<file path="config.mk">
export PLATFORM = sky130hd
export DESIGN_NAME = char_dot_fetch_flat
export DESIGN_NICKNAME = d
export VERILOG_FILES = /design/src/rtl/char_dot_fetch_if.sv /design/src/rtl/char_dot_fetch.sv /design/src/flat_wrapper.sv
export SDC_FILE = /design/constraint.sdc
export NUM_CORES = 1
export LEC_CHECK = 0
export ABC_CLOCK_PERIOD_IN_PS = 1750
export BUFFER_PORTS_ARGS = -buffer_cell sky130_fd_sc_hd__buf_2
export CORE_ASPECT_RATIO = 0.9
export CORE_MARGIN = 10
export CORE_UTILIZATION = 47
export CTS_CLUSTER_DIAMETER = 80
export CTS_CLUSTER_SIZE = 28
export DETAILED_ROUTE_END_ITERATION = 10
export GPL_TIMING_DRIVEN = 0
export HOLD_SLACK_MARGIN = 0.1
export PLACE_DENSITY = 0.77
export SKIP_CTS_REPAIR_TIMING = 1
export SYNTH_ARGS = -nofsm -noshare
export SYNTH_HDL_FRONTEND = slang
export SYNTH_SLANG_ARGS = --single-unit
</file>
<file path="constraint.sdc">
create_clock -name clk_sys -period 1.75 [get_ports clk_sys]
set_input_delay 0.175 -clock clk_sys [delete_from_list [all_inputs] [get_ports clk_sys]]
set_output_delay 0.175 -clock clk_sys [all_outputs]
set_load 0.02 [all_outputs]
</file>
<file path="src/rtl/char_dot_fetch_if.sv">
// char_dot_fetch_if: request, ROM and pixel signals of the character dot fetcher
interface char_dot_fetch_if;
   logic        pix_ce;
   logic        char_req;
   logic [7:0]  char_code;
   logic [3:0]  char_ra;
   logic        char_set;
   logic        char_rev;
   logic        char_cur;
   logic        char_de;
   logic [12:0] dotA;
   logic [7:0]  dotD;
   logic        pix;
   logic        pix_de;
   logic        busy;
   logic        ovr;
   logic        unr;
   modport master (
      output pix_ce, char_req, char_code, char_ra, char_set, char_rev, char_cur, char_de, dotD,
      input  dotA, pix, pix_de, busy, ovr, unr
   );
   modport slave (
      input  pix_ce, char_req, char_code, char_ra, char_set, char_rev, char_cur, char_de, dotD,
      output dotA, pix, pix_de, busy, ovr, unr
   );
endinterface

</file>
<file path="src/rtl/char_dot_fetch.sv">
// char_dot_fetch: character ROM fetch, double-buffered dot byte and MSB-first pixel serialiser
module char_dot_fetch #(
   parameter int ROM_LAT = 1
) (
   input logic             clk_sys,
   input logic             reset,
   char_dot_fetch_if.slave bus
);
   typedef enum logic [1:0] {IDLE, WAIT, CAPT} state_t;
   localparam logic [1:0] LAT_M1 = 2'(ROM_LAT - 1);
   state_t      state, stateNext;
   logic [1:0]  waitCnt, waitNext;
   logic        accept, load;
   logic [12:0] dotAddr;
   logic [2:0]  pendAttr, holdAttr;
   logic [7:0]  hold, shiftReg;
   logic        holdValid, revQ, curQ, deQ, ovrQ, unrQ;
   logic [2:0]  bitCnt;
   assign accept = bus.char_req && state == IDLE && !holdValid;
   assign load   = bus.pix_ce && bitCnt == 3'd7;
   // fetch FSM state and ROM wait counter
   always_ff @(posedge clk_sys or posedge reset) begin
      if (reset) begin
         state   <= IDLE;
         waitCnt <= '0;
      end else begin
         state   <= stateNext;
         waitCnt <= waitNext;
      end
   end
   // next state: accept a request, wait out the ROM latency, then capture
   always_comb begin
      stateNext = state;
      waitNext  = waitCnt;
      case (state)
         IDLE: if (accept) begin
            stateNext = WAIT;
            waitNext  = LAT_M1;
         end
         WAIT: if (waitCnt == 2'd0) stateNext = CAPT;
               else waitNext = waitCnt - 2'd1;
         CAPT: stateNext = IDLE;
         default: stateNext = IDLE;
      endcase
   end
   // ROM address, pending/hold buffers and dropped-request flag
   always_ff @(posedge clk_sys or posedge reset) begin
      if (reset) begin
         dotAddr   <= '0;
         pendAttr  <= '0;
         hold      <= '0;
         holdAttr  <= '0;
         holdValid <= 1'b0;
         ovrQ      <= 1'b0;
      end else begin
         ovrQ <= bus.char_req && !accept;
         if (accept) begin
            dotAddr  <= {bus.char_set, bus.char_code, bus.char_ra};
            pendAttr <= {bus.char_rev, bus.char_cur, bus.char_de};
         end
         if (state == CAPT) begin
            hold      <= bus.dotD;
            holdAttr  <= pendAttr;
            holdValid <= 1'b1;
         end else if (load) holdValid <= 1'b0;
      end
   end
   // pixel shifter: reload from the hold buffer every 8 pixels, blank on underrun
   always_ff @(posedge clk_sys or posedge reset) begin
      if (reset) begin
         shiftReg          <= '0;
         bitCnt            <= 3'd7;
         {revQ, curQ, deQ} <= '0;
         unrQ              <= 1'b0;
      end else begin
         unrQ <= load && !holdValid;
         if (load) begin
            bitCnt            <= 3'd0;
            shiftReg          <= holdValid ? hold : 8'h00;
            {revQ, curQ, deQ} <= holdValid ? holdAttr : 3'b000;
         end else if (bus.pix_ce) begin
            shiftReg <= {shiftReg[6:0], 1'b0};
            bitCnt   <= bitCnt + 3'd1;
         end
      end
   end
   assign bus.dotA   = dotAddr;
   assign bus.busy   = state != IDLE;
   assign bus.ovr    = ovrQ;
   assign bus.unr    = unrQ;
   assign bus.pix    = (shiftReg[7] ^ revQ ^ curQ) & deQ;
   assign bus.pix_de = deQ;
endmodule
</file>
<file path="src/flat_wrapper.sv">
// flat-port wrapper written by rule: the top's interface ports become plain ports
module char_dot_fetch_flat 
#(
   parameter int ROM_LAT = 1
)
  (clk_sys, reset, bus_pix_ce, bus_char_req, bus_char_code, bus_char_ra, bus_char_set, bus_char_rev, bus_char_cur, bus_char_de, bus_dotD, bus_dotA, bus_pix, bus_pix_de, bus_busy, bus_ovr, bus_unr);
  char_dot_fetch_if bus_i ();
  input logic clk_sys;
  input logic reset;
  input wire logic [$bits(bus_i.pix_ce)-1:0] bus_pix_ce;
  input wire logic [$bits(bus_i.char_req)-1:0] bus_char_req;
  input wire logic [$bits(bus_i.char_code)-1:0] bus_char_code;
  input wire logic [$bits(bus_i.char_ra)-1:0] bus_char_ra;
  input wire logic [$bits(bus_i.char_set)-1:0] bus_char_set;
  input wire logic [$bits(bus_i.char_rev)-1:0] bus_char_rev;
  input wire logic [$bits(bus_i.char_cur)-1:0] bus_char_cur;
  input wire logic [$bits(bus_i.char_de)-1:0] bus_char_de;
  input wire logic [$bits(bus_i.dotD)-1:0] bus_dotD;
  output wire logic [$bits(bus_i.dotA)-1:0] bus_dotA;
  output wire logic [$bits(bus_i.pix)-1:0] bus_pix;
  output wire logic [$bits(bus_i.pix_de)-1:0] bus_pix_de;
  output wire logic [$bits(bus_i.busy)-1:0] bus_busy;
  output wire logic [$bits(bus_i.ovr)-1:0] bus_ovr;
  output wire logic [$bits(bus_i.unr)-1:0] bus_unr;
  assign bus_i.pix_ce = bus_pix_ce;
  assign bus_i.char_req = bus_char_req;
  assign bus_i.char_code = bus_char_code;
  assign bus_i.char_ra = bus_char_ra;
  assign bus_i.char_set = bus_char_set;
  assign bus_i.char_rev = bus_char_rev;
  assign bus_i.char_cur = bus_char_cur;
  assign bus_i.char_de = bus_char_de;
  assign bus_i.dotD = bus_dotD;
  assign bus_dotA = bus_i.dotA;
  assign bus_pix = bus_i.pix;
  assign bus_pix_de = bus_i.pix_de;
  assign bus_busy = bus_i.busy;
  assign bus_ovr = bus_i.ovr;
  assign bus_unr = bus_i.unr;
  char_dot_fetch #(.ROM_LAT(ROM_LAT)) u_core (.clk_sys(clk_sys), .reset(reset), .bus(bus_i));
endmodule
</file>
* Yosys cells after proc, flatten, opt, wreduce, memory -nomap -nowiden
Cells that the tools add are included.
** Word-level totals
- Flip-flop bits (word level) :: 48
- Latch bits :: 0
- RAM bits :: 0
- Memory bits (read-only) :: 0
- Input bits :: 28
- Output and inout bits :: 18
- Word-level logic and storage cells :: 54
- Memories :: 0
** Operators by class
- Add/sub/neg operators :: 2
- $mul :: 0
- Divide/modulo/power cells :: 0
- $lt $le $gt $ge :: 0
- Equality and inequality tests :: 6
- Shift-type cells :: 0
- Mux-type cells :: 14
- Bitwise gates (word level) :: 3
- Reduce and logical (&&, ||, !) cells :: 15
** Operators by type and width (count)
- $mux W8 :: 3
- $mux W3 :: 3
- $mux W2 :: 4
- $pmux W2 S2 :: 2
- $reduce_bool A2 Y1 :: 4
- $logic_and A1 B1 Y1 :: 5
- $logic_not A2 Y1 :: 2
- $ne A2 B1 Y1 const B :: 2
- $add A3 B1 Y3 const B :: 1
- $eq A3 B3 Y1 const B :: 1
- $reduce_and A3 Y1 :: 1
- $eq A2 B1 Y1 const B :: 1
- $eq A2 B2 Y1 const B :: 1
- $logic_not A1 Y1 :: 2
- $mux W1 :: 2
- $ne A2 B2 Y1 const B :: 1
- $reduce_and A2 Y1 :: 1
- $sub A2 B1 Y2 const B :: 1
- $xor A1 B1 Y1 :: 2
- $and A1 B1 Y1 :: 1

* Longest topological paths before layout
- Word-level depth :: 5
- Mapped depth :: 6

* Worst setup path before layout
Ideal clock, no wire load.
- Path kind :: register -> register
- From :: reg u_core.bitCnt[0]
- To :: reg u_core.holdValid
- Setup time :: 0.118 ns
- Arrival :: 1.517 ns
- Data required time :: 1.632 ns
- Slack :: 0.115 ns
- Stages on the path, launching flop included :: 6
- Path buffers :: 1
- Cell sequence :: dfstp_2 ha_1 ha_1 clkbuf_1 nand2_1 a21o_1
** Between the ends
- Cells in the longest elaborated chain, start to end :: 3
** RTL lines
- start: declaration :: RTL line char_dot_fetch.sv:18 : logic [2:0] bitCnt;
- start signal: assignment :: RTL line char_dot_fetch.sv:83 : bitCnt <= bitCnt + 3'd1;
- $eq A3 B3 Y1 :: RTL line char_dot_fetch.sv:20 : assign load = bus.pix_ce && bitCnt == 3'd7;
- $logic_and A1 B1 Y1 :: RTL line char_dot_fetch.sv:20
- $reduce_bool A2 Y1 (no source line)
- end signal: assignment :: RTL line char_dot_fetch.sv:53 : holdValid <= 1'b0;
- end signal: assignment :: RTL line char_dot_fetch.sv:64 : holdValid <= 1'b1;
- end signal: assignment :: RTL line char_dot_fetch.sv:65 : end else if (load) holdValid <= 1'b0;
- end: declaration :: RTL line char_dot_fetch.sv:17 : logic holdValid, revQ, curQ, deQ, ovrQ, unrQ;
Every way passes these cells.
A chain may end at the register's enable or synchronous reset.

* Final worst setup path
- From :: reg u_core.bitCnt[0]
- To :: reg u_core.shiftReg[1]
** Between the ends
- Cells in the longest elaborated chain, start to end :: 3
- Elaborated cells between the ends (all ways) :: 4
** RTL lines
- $eq A3 B3 Y1 * :: RTL line char_dot_fetch.sv:20
- $logic_and A1 B1 Y1 * :: RTL line char_dot_fetch.sv:20
- $mux W8 / $reduce_bool A2 Y1 (equally long branches)
- end signal: assignment :: RTL line char_dot_fetch.sv:79 : shiftReg <= holdValid ? hold : 8'h00;
- end signal: assignment :: RTL line char_dot_fetch.sv:82 : shiftReg <= {shiftReg[6:0], 1'b0};
- end: declaration :: RTL line char_dot_fetch.sv:16 : logic [7:0] hold, shiftReg;
Every way passes the cells marked *; elsewhere a longest branch is shown, timed or not.

==> qor.yml <==
routed_wirelength_um: 3645
cp-start-kind: "flop"
row_count: 22
track_usage_pct: 10.65
drt_iter0_markers: 79
yosysSeqAreaShare_pct: 61.65
io_buffers: 45
vias: 1283
via_per_inst: 5.071
synth_largest_area_cell: "dfrtp_1"
required_ps: 1920
synth-seq-cells: 48
cts.sinks: 48
setup_violations: 0
grt_max_degree: 45
grt-busiest-layer: "met2"
period_minus_slack_ps: 1613
drive_gt1_share_pct: 46.34
syn_area_mm2: 0.001954
place_congestion: 0.7444
cts_root_buf: "clkbuf_8"
leakage_nw: 1.122
die_area_mm2: 0.007141
cts.clk_slew.worst_paths_ps: 90
ant_nets: 0
syn_inst: 147
grt_overflow: 0
netlist.area_leader.share_pct: 57.62
timing.rr.end: "u_core.shiftReg[1]"
cts_max_path_buffers: 2
cts_tree: "yes"
initial_core_util_pct: 48.30
critPathMaxFanout: 10
cts_made_buffers: 5
synth_area_leaders: "dfrtp_1, mux2_2, dfstp_2"
final_max_slew_viol_count: 0
areaGrowthSynthToFinish_pct: 22.47
grt_antenna_before_repair: 0
finalClockSkew_ps: 11.85
fmax_mhz: 619.9
tightest_slew_ps: 473.1
drc: 0
met1_usage_pct: 13.09
routedWlPerCell_um: 14.41
min_path_type: "in -> reg"
tns_ps: 0
layout.nets: 235
first_pass_iters: 4
min_from: "bus_dotD[6]"
status: "finished clean"
cp-end-kind: "flop"
syn-num-nets: 178
crit_arrival_ps: 1780
die_y_um: 81.18
yosysWarnings: 0
syn_area_per_cell_um2: 13.30
antenna_cells: 0
r2r-start: "u_core.bitCnt[0]"
dpl.hpwl_um: 2752
core-area_mm2: 0.004046
htree_levels: 2
met3_usage_pct: 3.100
timing.final.crit_share_pct: 92.18
hold_violations: 0
n_fill_cell: 342
total_power_w: 0.003906
grt_pass1_wl_um: 6147
hold_depth: 2
timing.reg2reg.setup_slack_ps: 140
clk_latency_ps: 290
r2r_cells: 5
relSlewSlack_pct: 68.46
min_to: "u_core.hold[6]"
rsz0062_at_grt: "no"
use_met2_pct: 17.01
die_w_um: 87.97
critPathKind: "reg -> reg"
max-cap-violations: 0
irDropWorstVdd_mv: 0.8711
cellPowerDensity_mw_per_mm2: 1632
grt_pass1_vias: 1345
post_synth_num_cell_types: 25
io_pins: 46
worst max-delay path by stage:
stage | to | slack, ps | start | cells after the start
after floorplan | u_core.holdValid | 120 | u_core.bitCnt[0] | 5
final | u_core.shiftReg[1] | 140 | u_core.bitCnt[0] | 5
after CTS | u_core.holdValid | -210 | u_core.bitCnt[0] | 5
after detailed placement | u_core.holdValid | -190 | u_core.bitCnt[0] | 5
after global routing | u_core.shiftReg[2] | 30 | bus_pix_ce | 5
after global placement | u_core.holdValid | -200 | u_core.bitCnt[0] | 5
area by class of cell:
| type | instances | area (um^2) | area share, % |
|---|---|---|---|
| buffer | 6 | 35.03 | 1.464 |
| clock buffer | 8 | 90.09 | 3.764 |
| inverter | 5 | 18.77 | 0.7841 |
| multi-input combinational | 88 | 704.4 | 29.43 |
| sequential | 48 | 1205 | 50.34 |
| tap | 48 | 60.06 | 2.509 |
| timing repair buffer | 50 | 280.3 | 11.71 |
cell families after synthesis:
| family | synth area share [%] |
|---|---|
| XOR/XNOR | 0.8965 |
| adder cells (fa/ha/maj) | 1.921 |
| AND/OR/NAND/NOR | 11.01 |
| multiplexers | 17.73 |
| buffers and inverters | 2.560 |
| AO/OA/AOI/OAI | 4.225 |
| flip-flops | 61.65 |
sequential cells by signal, summed over array words and instances, names as in the netlist, 2 cells and up:
name	count
u_core.bus.dotA	13
u_core.hold	8
u_core.shiftReg	8
u_core.bitCnt	3
u_core.holdAttr	3
u_core.pendAttr	3
u_core.state	2
u_core.waitCnt	2
worst max-delay path, stage by stage (launching register included):
cell      delay [ps]
dfstp_2          550
ha_1             140
ha_2             230
clkbuf_4         220
o21ai_0           80
mux2_2           260
synthesized netlist by cell type:
library cell	count
dfrtp_1	45
mux2_2	29
nand2_1	8
nand2b_1	8
nand3_1	7
nor2_1	7
a31oi_1	6
inv_1	5
o21ai_0	5
clkbuf_1	4
dfstp_2	3
ha_1	3
mux2i_1	2
nor2b_1	2
o22ai_1	2
xnor2_1	2
a21o_1	1
and2_1	1
and3b_1	1
buf_2	1
buf_6	1
nand3b_1	1
nor4b_4	1
or2_2	1
or3b_2	1
where the power goes:
| group | internal, W | switching, W |
|---|---|---|
| sequential | 0.00159 | 0.000272 |
| clock | 0.000322 | 0.000326 |
| combinational | 0.000705 | 0.000692 |
| total | 0.00262 | 0.00129 |
routing by layer:
| layer | wire, um | vias up |
|---|---|---|
| met5 | 0 | - |
| met4 | 49 | 0 |
| met3 | 246 | 4 |
| met2 | 1790 | 37 |
| met1 | 1559 | 623 |
| li1 | - | 619 |
placed cells by master, fill, tap and decap left out, drive strengths merged:
cell,n
nor2,7
xnor2,2
ha,3
nor2b,2
or2,1
dlygate4sd3,2
or3b,1
nor4b,1
a31oi,6
and3b,1
inv,5
o21ai,5
nand3b,1
and2,1
buf,50
nand2b,8
nand3,7
dfstp,3
dfrtp,45
o22ai,2
mux2i,2
mux2,29
clkbuf,12
a21o,1
nand2,8
metrics by stage:
| stage | setup slack (ps) | hold slack [ps] | util, % | instances | instance area (um^2) |
|---|---|---|---|---|---|
| after CTS | -208.8 | -249.6 | 58.07 | 249 | 2350 |
| final | 136.8 | 105.5 | 59.15 | 253 | 2394 |
| after global routing | 25.91 | 100.0 | 59.15 | 253 | 2394 |
| after floorplan | 115.3 | 287.9 | - | 147 | 1954 |
| after detailed placement | -187.5 | 68.28 | 55.84 | 241 | 2260 |
| after global placement | -197.2 | 406.6 | 55.35 | 240 | 2240 |
No activity file was read; power rests on OpenSTA's default activity.
